File: config.mk
export PLATFORM = sky130hd
export DESIGN_NAME = coin_acceptor
export DESIGN_NICKNAME = d
export VERILOG_FILES = /design/src/rtl/vm_pkg.sv /design/src/rtl/coin_debounce.sv /design/src/rtl/coin_acceptor.sv
export SDC_FILE = /design/constraint.sdc
export NUM_CORES = 1
export LEC_CHECK = 0
export BUFFER_PORTS_ARGS = -buffer_cell sky130_fd_sc_hd__buf_4
export CAP_MARGIN = 40
export CORE_MARGIN = 5
export CORE_UTILIZATION = 52
export DETAILED_ROUTE_END_ITERATION = 10
export MAX_ROUTING_LAYER = met4
export PLACE_DENSITY = 0.76
export SLEW_MARGIN = 20
export SYNTH_ARGS = -nofsm -noshare
export SYNTH_HDL_FRONTEND = slang
export SYNTH_SLANG_ARGS = --single-unit
File: constraint.sdc
create_clock -name clk -period 2 [get_ports clk]
set_input_delay 0.2 -clock clk [delete_from_list [all_inputs] [get_ports clk]]
set_output_delay 0.2 -clock clk [all_outputs]
set_load 0.01 [all_outputs]
File: src/rtl/vm_pkg.sv
// ---------------------------------------------------------------------------
// vm_pkg
// Shared definitions for the coin acceptor front end of the vending machine:
//   - coin_t      : coin-type encoding stored in the coin FIFO
//   - state_t     : output strobe FSM state encoding
//   - CREDIT_W    : width of the optional running credit total
//   - credit_add  : saturating credit accumulation helper
// ---------------------------------------------------------------------------
package vm_pkg;

  typedef enum logic {
    COIN_1U = 1'b0,
    COIN_2U = 1'b1
  } coin_t;

  typedef enum logic [1:0] {
    ST_IDLE  = 2'd0,
    ST_ISSUE = 2'd1,
    ST_GAP   = 2'd2
  } state_t;

  localparam int CREDIT_W = 8;

  // Adds a small increment (0..3 units) to the credit total and clamps at
  // the all-ones value instead of wrapping.
  function automatic logic [CREDIT_W-1:0] credit_add(
    input logic [CREDIT_W-1:0] total,
    input logic [1:0]          inc
  );
    logic [CREDIT_W:0] sum;
    sum = {1'b0, total} + {{(CREDIT_W - 1){1'b0}}, inc};
    if (sum[CREDIT_W]) begin
      return {CREDIT_W{1'b1}};
    end else begin
      return sum[CREDIT_W-1:0];
    end
  endfunction

endpackage

File: src/rtl/coin_debounce.sv
// ---------------------------------------------------------------------------
// coin_debounce
// One coin slot front end: two-flop synchronizer, debounce counter and
// rising-edge detector producing a single-cycle coin event.
//
// Ports:
//   clk         in   rising-edge clock
//   rst         in   synchronous active-high reset
//   raw         in   unfiltered, asynchronous coin sensor level
//   coin_event  out  one-cycle pulse, one per debounced rising edge
//
// The debounced level follows the synchronized input only after
// DEBOUNCE_CYCLES consecutive samples that all differ from the current
// level. The event is registered one cycle after the level rises.
// ---------------------------------------------------------------------------
module coin_debounce #(
  parameter int DEBOUNCE_CYCLES = 4
) (
  input  logic clk,
  input  logic rst,
  input  logic raw,
  output logic coin_event
);

  // DEBOUNCE_CYCLES is at most 15, so four bits always hold the count.
  localparam int CW = 4;
  localparam logic [CW-1:0] CNT_LAST = CW'(DEBOUNCE_CYCLES - 1);

  logic          sync1_r;
  logic          sync2_r;
  logic          level_r;
  logic          level_d_r;
  logic          event_r;
  logic [CW-1:0] cnt_r;

  // Synchronizer, debounce counter, debounced level and edge event.
  always_ff @(posedge clk) begin
    if (rst) begin
      sync1_r   <= 1'b0;
      sync2_r   <= 1'b0;
      level_r   <= 1'b0;
      level_d_r <= 1'b0;
      event_r   <= 1'b0;
      cnt_r     <= '0;
    end else begin
      sync1_r   <= raw;
      sync2_r   <= sync1_r;
      level_d_r <= level_r;
      event_r   <= level_r & ~level_d_r;
      // cnt_r counts consecutive samples that disagree with the level; the
      // sample that completes the run flips the level and restarts the count.
      if (sync2_r != level_r) begin
        if (cnt_r == CNT_LAST) begin
          level_r <= sync2_r;
          cnt_r   <= '0;
        end else begin
          level_r <= level_r;
          cnt_r   <= cnt_r + 4'd1;
        end
      end else begin
        level_r <= level_r;
        cnt_r   <= '0;
      end
    end
  end

  assign coin_event = event_r;

endmodule

File: src/rtl/coin_acceptor.sv
// ---------------------------------------------------------------------------
// coin_acceptor
// Filters two coin sensors, buffers validated coins in a small FIFO and
// hands them to the vending FSM as single-cycle strobes separated by at
// least one low cycle.
//
// Ports:
//   clk           in   rising-edge clock
//   rst           in   synchronous active-high reset
//   coin1_raw     in   raw sensor, 1-unit slot
//   coin2_raw     in   raw sensor, 2-unit slot
//   vm_ready      in   downstream can accept a coin strobe (sampled in IDLE)
//   coin1         out  one-cycle strobe, 1-unit coin delivered
//   coin2         out  one-cycle strobe, 2-unit coin delivered
//   coin_return   out  one-cycle strobe, a validated coin is returned
//   fifo_count    out  number of coins currently buffered
//   credit_total  out  (COIN_ACCEPTOR_CREDIT_EN only) saturating credit sum
//
// Build option: define COIN_ACCEPTOR_CREDIT_EN to add credit_total.
// ---------------------------------------------------------------------------
module coin_acceptor
  import vm_pkg::*;
#(
  parameter  int DEBOUNCE_CYCLES = 4,
  parameter  int FIFO_DEPTH      = 4,
  localparam int CNT_W           = $clog2(FIFO_DEPTH + 1)
) (
  input  logic             clk,
  input  logic             rst,
  input  logic             coin1_raw,
  input  logic             coin2_raw,
  input  logic             vm_ready,
  output logic             coin1,
  output logic             coin2,
  output logic             coin_return,
  output logic [CNT_W-1:0] fifo_count
`ifdef COIN_ACCEPTOR_CREDIT_EN
  ,
  output logic [CREDIT_W-1:0] credit_total
`endif
);

  localparam int PTR_W = $clog2(FIFO_DEPTH);
  localparam logic [CNT_W-1:0] CNT_FULL = CNT_W'(FIFO_DEPTH);

  logic             ev1;
  logic             ev2;
  logic             push;
  logic             pop;
  logic             reject;
  coin_t            push_type;
  coin_t            head;
  coin_t            mem_r [FIFO_DEPTH];
  logic [PTR_W-1:0] wr_ptr_r;
  logic [PTR_W-1:0] rd_ptr_r;
  logic [CNT_W-1:0] count_r;
  logic [CNT_W-1:0] count_next;
  state_t           state_r;
  state_t           state_next;
  logic             coin1_r;
  logic             coin2_r;
  logic             ret_r;
  logic             ret_fire;
  logic [1:0]       owed_r;
  logic [1:0]       owed_next;

  coin_debounce #(
    .DEBOUNCE_CYCLES(DEBOUNCE_CYCLES)
  ) u_slot1 (
    .clk       (clk),
    .rst       (rst),
    .raw       (coin1_raw),
    .coin_event(ev1)
  );

  coin_debounce #(
    .DEBOUNCE_CYCLES(DEBOUNCE_CYCLES)
  ) u_slot2 (
    .clk       (clk),
    .rst       (rst),
    .raw       (coin2_raw),
    .coin_event(ev2)
  );

  assign head = mem_r[rd_ptr_r];
  assign pop  = (state_r == ST_ISSUE);

  // Arrival arbitration: simultaneous coins are ambiguous and both go back;
  // a lone coin is buffered unless the FIFO is already full.
  always_comb begin
    push      = 1'b0;
    reject    = 1'b0;
    push_type = COIN_1U;
    if (ev1 && ev2) begin
      reject = 1'b1;
    end else if (ev1 || ev2) begin
      push_type = ev2 ? COIN_2U : COIN_1U;
      if (count_r == CNT_FULL) begin
        reject = 1'b1;
      end else begin
        push = 1'b1;
      end
    end else begin
      push   = 1'b0;
      reject = 1'b0;
    end
  end

  // Occupancy update; a simultaneous push and pop leaves the count as is.
  always_comb begin
    count_next = count_r;
    case ({push, pop})
      2'b10:   count_next = count_r + CNT_W'(1);
      2'b01:   count_next = count_r - CNT_W'(1);
      default: count_next = count_r;
    endcase
  end

  // Output FSM next state; vm_ready only matters while idle.
  always_comb begin
    state_next = state_r;
    case (state_r)
      ST_IDLE: begin
        if ((count_r != '0) && vm_ready) begin
          state_next = ST_ISSUE;
        end else begin
          state_next = ST_IDLE;
        end
      end
      ST_ISSUE: state_next = ST_GAP;
      ST_GAP:   state_next = ST_IDLE;
      default:  state_next = ST_IDLE;
    endcase
  end

  // Return scheduling: a rejection that lands right after another return
  // pulse is held in owed_r so coin_return never stays high two cycles.
  always_comb begin
    ret_fire  = ~ret_r & (reject | (owed_r != 2'd0));
    owed_next = owed_r;
    case ({reject, ret_fire})
      2'b10:   owed_next = owed_r + 2'd1;
      2'b01:   owed_next = owed_r - 2'd1;
      default: owed_next = owed_r;
    endcase
  end

  // FIFO storage; data needs no reset because the pointers qualify it.
  always_ff @(posedge clk) begin
    if (!rst && push) begin
      mem_r[wr_ptr_r] <= push_type;
    end
  end

  // FIFO pointers, occupancy and return bookkeeping.
  always_ff @(posedge clk) begin
    if (rst) begin
      wr_ptr_r <= '0;
      rd_ptr_r <= '0;
      count_r  <= '0;
      owed_r   <= 2'd0;
      ret_r    <= 1'b0;
    end else begin
      if (push) begin
        wr_ptr_r <= wr_ptr_r + PTR_W'(1);
      end
      if (pop) begin
        rd_ptr_r <= rd_ptr_r + PTR_W'(1);
      end
      count_r <= count_next;
      owed_r  <= owed_next;
      ret_r   <= ret_fire;
    end
  end

  // FSM state and registered strobes; the strobe type is taken from the
  // FIFO head, which stays put until the pop at the end of ISSUE.
  always_ff @(posedge clk) begin
    if (rst) begin
      state_r <= ST_IDLE;
      coin1_r <= 1'b0;
      coin2_r <= 1'b0;
    end else begin
      state_r <= state_next;
      coin1_r <= (state_next == ST_ISSUE) && (head == COIN_1U);
      coin2_r <= (state_next == ST_ISSUE) && (head == COIN_2U);
    end
  end

  assign coin1       = coin1_r;
  assign coin2       = coin2_r;
  assign coin_return = ret_r;
  assign fifo_count  = count_r;

`ifdef COIN_ACCEPTOR_CREDIT_EN
  logic [CREDIT_W-1:0] credit_r;

  // Credit accumulates one cycle behind each strobe; {coin2, coin1} is
  // directly the unit value of the coin being delivered.
  always_ff @(posedge clk) begin
    if (rst) begin
      credit_r <= '0;
    end else begin
      credit_r <= credit_add(credit_r, {coin2_r, coin1_r});
    end
  end

  assign credit_total = credit_r;
`else
  // No credit tracking in this build.
`endif

endmodule

Word level (Yosys, flattened, before mapping)
Memory sizes are Yosys's and may differ from the RTL's. A register that Yosys moved wholly into a read port is not among the register bits.
Cells that the tools add are included.
Word-level totals
  ROM bits: 0
  bits in latches: 0
  output and inout port bits: 6
  word-level logic and storage cells: 83
  register bits after elaboration: 32
  bits in writable memories: 4
  input port bits: 5
  memories: 1
Operators by class
  shift operators: 0
  divide/modulo/power cells: 0
  reduce and logical (&&, ||, !) cells: 16
  add/sub/neg operators: 8
  bitwise gates (word level): 10
  equal/unequal tests: 11
  multipliers: 0
  magnitude comparators: 0
  multiplexer cells: 17
Memory list
  mem_r: words 4, bits a word 1, rd ports 1, clocked after memory_dff 1, write ports 1, line coin_acceptor.sv:53  | coin_t mem_r [FIFO_DEPTH];
Operator list (number)
  $mux 1: 12
  $add 4x1->4 const B: 2
  $eq 2x1->1 const B: 4
  $eq 4x2->1 const B: 2
  $pmux 2 s2: 2
  $add 2x1->2 const B: 3
  $not 1->1: 6
  $pmux 3 s2: 1
  $reduce_bool 2->1: 3
  $reduce_or 3->1: 2
  $logic_and 1x1->1: 5
  $eq 2x2->1 const B: 2
  $mux 2: 2
  $reduce_and 2->1: 2
  $add 3x1->3 const B: 1
  $and 1x1->1: 3
  $eq 3x3->1 const B: 1
  $reduce_bool 3->1: 1
  $sub 3x1->3 const B: 1
  $logic_not 2->1: 1
  $ne 1x1->1: 2
  $sub 2x1->2 const B: 1
  $logic_not 1->1: 1
  $logic_or 1x1->1: 1
  $or 1x1->1: 1

Longest topological paths before layout
Gate-level depths: netlist of run 1.
  word-level depth: 8
  depth in mapped cells: 8

Modules after synthesis
A second synthesis of run 1 with hierarchy kept.
Second synthesis, totals
  cell total of the unflattened synthesis: 136
  area, all modules: 1496.4 um^2
By module, submodules not included
  coin_acceptor: times used 1, area an instance 895.9 um^2, cells an instance 82, sequential area each 440.4 um^2
  coin_debounce: times used 2, area an instance 300.3 um^2, cells an instance 27, sequential area each 180.2 um^2

Worst setup path after synthesis of run 1
No wires, ideal clock.
  path kind: register to register
  start: register count_r[0] (netlist: fifo_count[0])
  end: register count_r[2] (netlist: fifo_count[2])
  stages on the path, launching flop included: 9
  clock period less this slack: 2.047 ns
  arrival time: 1.976 ns
  path slack: -0.047 ns
  buffers on the path: 0
  cell sequence: dfxtp_1 > nor3b_4 > nor2_1 > inv_1 > ha_1 > fa_1 > xnor2_1 > or3_1 > a21oi_1
Between the ends
  word-level cells in the longest chain between the ends: 6
  elaborated cells between the ends (all ways): 10
  those cells by class: add/sub (2); eq/ne (3); mux (4); reduce/logical (1)
RTL lines
  start, declared: line coin_acceptor.sv:56  | logic [CNT_W-1:0] count_r;
  start signal, assigned: line coin_acceptor.sv:170  | count_r <= count_next;
  $eq 3x3->1: line coin_acceptor.sv:98  | if (count_r == CNT_FULL) begin
  $mux 1: line coin_acceptor.sv:98
  $mux 1: line coin_acceptor.sv:96  | end else if (ev1 || ev2) begin
  $mux 1: line coin_acceptor.sv:94  | if (ev1 && ev2) begin
  $eq 2x1->1 / $eq 2x2->1 (equally long branches): line coin_acceptor.sv:112  | case ({push, pop})
  $pmux 3 s2 / $reduce_bool 2->1 (equally long branches)
Several ways; a longest one is shown, not always the timed one.
A chain may end at the register's enable or synchronous reset.

Worst setup path after layout of run 1
  start: register u_slot2.event_r (netlist: u_slot2.coin_event)
  end: register count_r[2] (netlist: fifo_count[2])
Between the ends
  word-level cells in the longest chain between the ends: 5
  elaborated cells between the ends (all ways): 8
  those cells by class: eq/ne (2); mux (3); reduce/logical (3)
RTL lines
  start, declared: line coin_debounce.sv:33  | logic event_r;
  start signal, assigned: line coin_debounce.sv:49  | event_r <= level_r & ~level_d_r;
  $logic_or 1x1->1: line coin_acceptor.sv:96
  $mux 1: line coin_acceptor.sv:96
  $mux 1 (*): line coin_acceptor.sv:94
  $eq 2x1->1 / $eq 2x2->1 (equally long branches): line coin_acceptor.sv:112
  $pmux 3 s2 / $reduce_bool 2->1 (equally long branches)
Every way passes the cells marked *; elsewhere a longest branch is shown, timed or not.

==> results of run 1 <==
==> per-layer routing <==
metal / GRT usage / vias to the layer above
li1: - / 484
met1: 0.145 / 438
met2: 0.211 / 10
met3: 0.0639 / 7
met4: 0.0623 / 0
met5: - / -
==> power breakdown <==
part	leakage, nW	switching (mW)	internal, mW
Clock	0.0353	0.233	0.170
Combinational	0.324	0.0315	0.0411
Sequential	0.315	0.0104	0.777
==> cells by family after synthesis <==
group,after synthesis,share of synthesized area
AO/OA/AOI/OAI,10,0.0444
XOR/XNOR,13,0.0762
adder cells (fa/ha/maj),9,0.0804
buffers and inverters,8,0.0251
flip-flops,38,0.536
multiplexers,4,0.0352
AND/OR/NAND/NOR,51,0.203
==> critical path: stages (launching register included) <==
cell and delay (ns):
dfxtp_4 0.38, xnor2_2 0.16, nor2_1 0.14, inv_1 0.08
ha_2 0.19, fa_2 0.33, xnor2_1 0.14, or3_1 0.31
a21oi_1 0.12
==> Yosys cell counts (all sizes together) (3+ instances only) <==
master | count | area [um^2]
a21oi | 4 | 20.0
dfxtp | 34 | 681
inv | 5 | 18.8
xnor2 | 8 | 70.1
o21ai | 3 | 15.0
xor2 | 5 | 43.8
nor3b | 7 | 63.8
or3 | 5 | 31.3
nor2 | 18 | 67.6
nor2b | 10 | 62.6
mux2i | 3 | 30.0
edfxtp | 4 | 120
ha | 8 | 100
==> area by class of cell <==
| type | instances | share of cell area |
|---|---|---|
| flip-flops and latches | 38 | 0.465 |
| multi-input cells | 87 | 0.394 |
| repair buffers | 17 | 0.0734 |
| clock buffers | 7 | 0.0317 |
| well taps | 31 | 0.0223 |
| inverters | 5 | 0.0108 |
| clock inverters | 1 | 0.00288 |
==> flip-flops by register name, indices dropped and copies added, names as in the netlist, named ones only <==
register and flops:
mem_r 4, fifo_count 3, rd_ptr_r 2, u_slot2.sync1_r 1
state_r 2, u_slot2.level_r 1, u_slot2.coin_event 1, u_slot1.sync1_r 1
u_slot1.coin_event 1, owed_r 2, wr_ptr_r 2, u_slot1.level_r 1
u_slot2.cnt_r 4, u_slot2.level_d_r 1, coin2 1, u_slot1.sync2_r 1
u_slot1.level_d_r 1, u_slot1.cnt_r 4, coin1 1, u_slot2.sync2_r 1
coin_return 1
==> worst paths after layout <==
kind / start / end / cells after the start
setup / recovery: u_slot2.coin_event / fifo_count[2] / 8
hold / removal: coin1_raw / u_slot1.sync1_r / 2
setup reg to reg: u_slot2.coin_event / fifo_count[2] / 8
hold reg to reg: u_slot1.level_d_r / u_slot1.coin_event / 1
==> timing repair <==
item | 4_1_cts | 5_1_grt
resized for setup | 4 | 5
buffers inserted | 0 | 3
hold buffers | 0 | 0
setup endpoints to repair | 2 | 2
pin swaps | 2 | 5
==> impl_metrics.env, run 1 <==
export IMPL_p_per_area_nw_per_um2=726
export IMPL_core_area_um2=2760
export IMPL_drtIter0Drc=24
export IMPL_track_usage=0.135
export IMPL_synth_edf_count=4
export IMPL_slew_limit_headroom=0.779
export IMPL_grt_pass1_vias=968
export IMPL_wl_met1_um=1010
export IMPL_fin_ws_ns=0.0776
export IMPL_worstPathArrival_ns=2.20
export IMPL_viasPerCell=5.05
export IMPL_syn_inst=133
export IMPL_wl_met2_um=1090
export IMPL_io_buffers=10
export IMPL_via_count=939
export IMPL_syn_area_um2=1490
export IMPL_top_layer_used="met4"
export IMPL_insertion_delay_ns=0.34
export IMPL_min_period_ns=1.92
export IMPL_drtAntennaViolNets=0
export IMPL_final_max_slew_viol_count=0
export IMPL_p_leak_nw=0.674
export IMPL_hold_viol=0
export IMPL_outcome="finished, final reports clean"
export IMPL_hpwl_um=1620
export IMPL_worst_pin_slew_ns=0.331
export IMPL_routed_wl_um=2250
export IMPL_numCtsBuffers=5
export IMPL_rows=19
export IMPL_initial_utilization=0.542
export IMPL_critPathCaptureType="register"
export IMPL_place_ws_ns=-0.0248
export IMPL_ys_seq_elements=38
export IMPL_grt_max_degree=29
export IMPL_avgSynthCellArea_um2=11.2
export IMPL_fin_cells=186
export IMPL_fin_crit_sh=0.961
export IMPL_critical_path_peak_fanout=4
export IMPL_ioPinCount=11
export IMPL_p_total_mw=1.26
export IMPL_n_fill_cell=230
export IMPL_mostFrequentLayoutCell="dfxtp_1"
export IMPL_regArea_um2=808
export IMPL_fmax_mhz=520
export IMPL_grt_pass1_wl_um=4110
export IMPL_path_clk_slew_ns=0.10
export IMPL_multi_input_area_um2=686
export IMPL_area_delta_synth_final_pct=16.4
export IMPL_dpl_cell_count=175
export IMPL_setup_violations=0
export IMPL_irDropWorstVdd_v=0.000591
export IMPL_grt_ovfl_total=0
export IMPL_mostFrequentLayoutCells="dfxtp_1 (30), nor2_1 (18), buf_4 (17)"
export IMPL_syn_num_nets=147
export IMPL_whs_ns=0.0713
export IMPL_placed_area_um2=1620
export IMPL_routabilityCongestion=0.645
export IMPL_cts_max_path_buffers=2
export IMPL_ys_flop_type="dfxtp_1"
export IMPL_final_util=0.631
export IMPL_ys_seq_area_frac=0.536
export IMPL_cap_viol_max_count=0
export IMPL_drive_above_1_share=0.245
export IMPL_route_met3_wl_um=93
export IMPL_crit_path_start_kind="register"
export IMPL_grt_setup_unrepaired="yes"
export IMPL_die_area_um2=4040
export IMPL_yosysUniqueCellTypes=31
export IMPL_num_antenna_cells=0
export IMPL_die_h_um=63.6
export IMPL_hp_class="primary input to register"
export IMPL_fp_dieW_um=63.6
export IMPL_r2r_slack_ns=0.08
export IMPL_tns_ns=0
export IMPL_route_detailed_drc=0
export IMPL_firstDrtPassIters=4
export IMPL_cts_max_level=2
export IMPL_cts_root_buf="clkbuf_4"
export IMPL_antenna_found_initial=0
export IMPL_critPathKind="register to register"
export IMPL_skew_ns=0.00375
export IMPL_cp_required_ns=2.28
export IMPL_wl_per_cell_um=12.1
export IMPL_nets=168
export IMPL_cts_sink_count=38
export IMPL_cts_tree="done"
export IMPL_ys_async_sr_fraction=0
export IMPL_design_area_um2=1740
export IMPL_synth_warnings=0
Note: power is estimated with default switching activity, not from simulation.
==> run 2: changes to the inputs <==
==> constraint.sdc (replaced) <==
create_clock -name clk -period 2 [get_ports clk]
set_input_delay 0.4 -clock clk [delete_from_list [all_inputs] [get_ports clk]]
set_output_delay 0.4 -clock clk [all_outputs]
set_load 0.01 [all_outputs]
==> impl_metrics.env, run 2 (synthesis results as in run 1) <==
export IMPL_outcome="finished, final reports clean"
export IMPL_crit_chain="xnor2_4, nor2_2, inv_1, ha_2, fa_2, xnor2_1, or3_1, a21oi_1"
export IMPL_hold_viol=0
export IMPL_top_layer_used="met4"
export IMPL_insertion_delay_ns=0.34
export IMPL_critPathTopFamily="adder cells"
export IMPL_grt_pass1_vias=907
export IMPL_die_area_um2=4040
export IMPL_route_detailed_drc=0
export IMPL_mostFrequentLayoutCells="dfxtp_1 (30), nor2_1 (17), buf_4 (15)"
export IMPL_critical_path_peak_fanout=4
export IMPL_final_max_slew_viol_count=0
export IMPL_fin_crit_sh=0.965
export IMPL_p_total_mw=1.26
export IMPL_cts_sink_count=38
export IMPL_cap_viol_max_count=0
export IMPL_cts_hold_buf=0
export IMPL_slew_limit_headroom=0.762
export IMPL_cp_num_buf_inv=1
export IMPL_placed_area_um2=1610
export IMPL_regArea_um2=808
export IMPL_hpwl_um=1530
export IMPL_irDropWorstVdd_v=0.000650
export IMPL_cts_root_buf="clkbuf_4"
export IMPL_cp_required_ns=2.28
export IMPL_die_h_um=63.6
export IMPL_multi_input_area_um2=701
export IMPL_cts_max_path_buffers=2
export IMPL_num_antenna_cells=0
export IMPL_critPathKind="register to register"
export IMPL_via_count=965
export IMPL_min_period_ns=1.93
export IMPL_drive_above_1_share=0.242
export IMPL_worst_pin_slew_ns=0.357
export IMPL_tns_ns=0
export IMPL_largestRegisters="mem_r x4, u_slot1.cnt_r x4, u_slot2.cnt_r x4"
export IMPL_rows=19
export IMPL_design_area_um2=1740
export IMPL_grt_ovfl_total=0
export IMPL_p_leak_nw=0.665
export IMPL_grt_pass1_wl_um=3850
export IMPL_p_per_area_nw_per_um2=722
export IMPL_drtIter0Drc=16
export IMPL_slowest_delay_ns=0.38
export IMPL_viasPerCell=5.24
export IMPL_critPathCaptureType="register"
export IMPL_track_usage=0.127
export IMPL_firstDrtPassIters=2
export IMPL_grt_max_degree=29
export IMPL_setup_violations=0
export IMPL_initial_utilization=0.542
export IMPL_drtAntennaViolNets=0
export IMPL_antenna_found_initial=0
export IMPL_io_buffers=10
export IMPL_path_clk_slew_ns=0.10
export IMPL_ioPinCount=11
export IMPL_skew_ns=0.00277
export IMPL_fp_dieW_um=63.6
export IMPL_worst_path_max_delay_cell="dfxtp_4"
export IMPL_mostFrequentLayoutCell="dfxtp_1"
export IMPL_fmax_mhz=518
export IMPL_routabilityCongestion=0.656
export IMPL_cts_tree="done"
export IMPL_wl_met1_um=1010
export IMPL_crit_path_start_kind="register"
export IMPL_wl_met2_um=1120
export IMPL_wl_per_cell_um=12.3
export IMPL_nets=166
export IMPL_hp_class="primary input to register"
export IMPL_n_fill_cell=219
export IMPL_worstPathArrival_ns=2.21
export IMPL_core_area_um2=2760
export IMPL_route_met3_wl_um=97
export IMPL_cts_max_level=2
export IMPL_routed_wl_um=2260
export IMPL_whs_ns=0.270
export IMPL_area_delta_synth_final_pct=16.4
export IMPL_numCtsBuffers=5
run 2: changes by cell type in the layout (fill, tap and decap cells not counted), sizes merged:
cell  change
buf       -2
run 2: area by class of cell:
type                            count  share of cell area
Multi-Input combinational cell     87               0.403
Clock inverter                      1             0.00288
Clock buffer                        7              0.0317
Sequential cell                    38               0.465
Inverter                            5              0.0108
Timing Repair Buffer               15              0.0647
Tap cell                           31              0.0223
run 2: where the power goes:
part | leakage [nW] | internal [mW] | switching (mW)
clock | 0.0353 | 0.170 | 0.233
sequential | 0.315 | 0.777 | 0.0106
combinational | 0.315 | 0.0354 | 0.0291
run 2: final timing paths:
path,start,end,slack [ns],depth (start not counted)
hold reg to reg,u_slot1.level_d_r,u_slot1.coin_event,0.38,1
setup reg to reg,u_slot2.coin_event,fifo_count[2],0.07,8
hold / removal,coin1_raw,u_slot1.sync1_r,0.27,2
setup / recovery,u_slot2.coin_event,fifo_count[2],0.07,8
run 2: timing repair:
action	in CTS	in global routing
setup buffers	0	2
hold endpoints to repair	0	0
setup endpoints to repair	1	2
gates resized for setup	2	9
pin swaps	0	4
run 2: worst reg2reg max path, stage by stage (launching register included):
cell	delay, ns
dfxtp_4	0.38
xnor2_4	0.16
nor2_2	0.15
inv_1	0.07
ha_2	0.21
fa_2	0.34
xnor2_1	0.13
or3_1	0.31
a21oi_1	0.13
run 2: layer usage:
metal,global-route usage,vias to the layer above
li1,-,487
met2,0.206,14
met5,-,-
met4,0.0623,0
met3,0.0586,6
met1,0.130,458
run 2: through the flow:
| stage | instances | worst slack [ns] | utilization |
|---|---|---|---|
| 6_report | 184 | 0.0693 | 0.631 |
| 5_1_grt | 184 | -0.0103 | 0.631 |
| 4_1_cts | 182 | 0.000321 | 0.613 |
| 3_5_place_dp | 174 | -0.00805 | 0.585 |
| 3_3_place_gp | 174 | 0.0695 | 0.585 |
| 2_1_floorplan | 133 | 0.0301 | - |
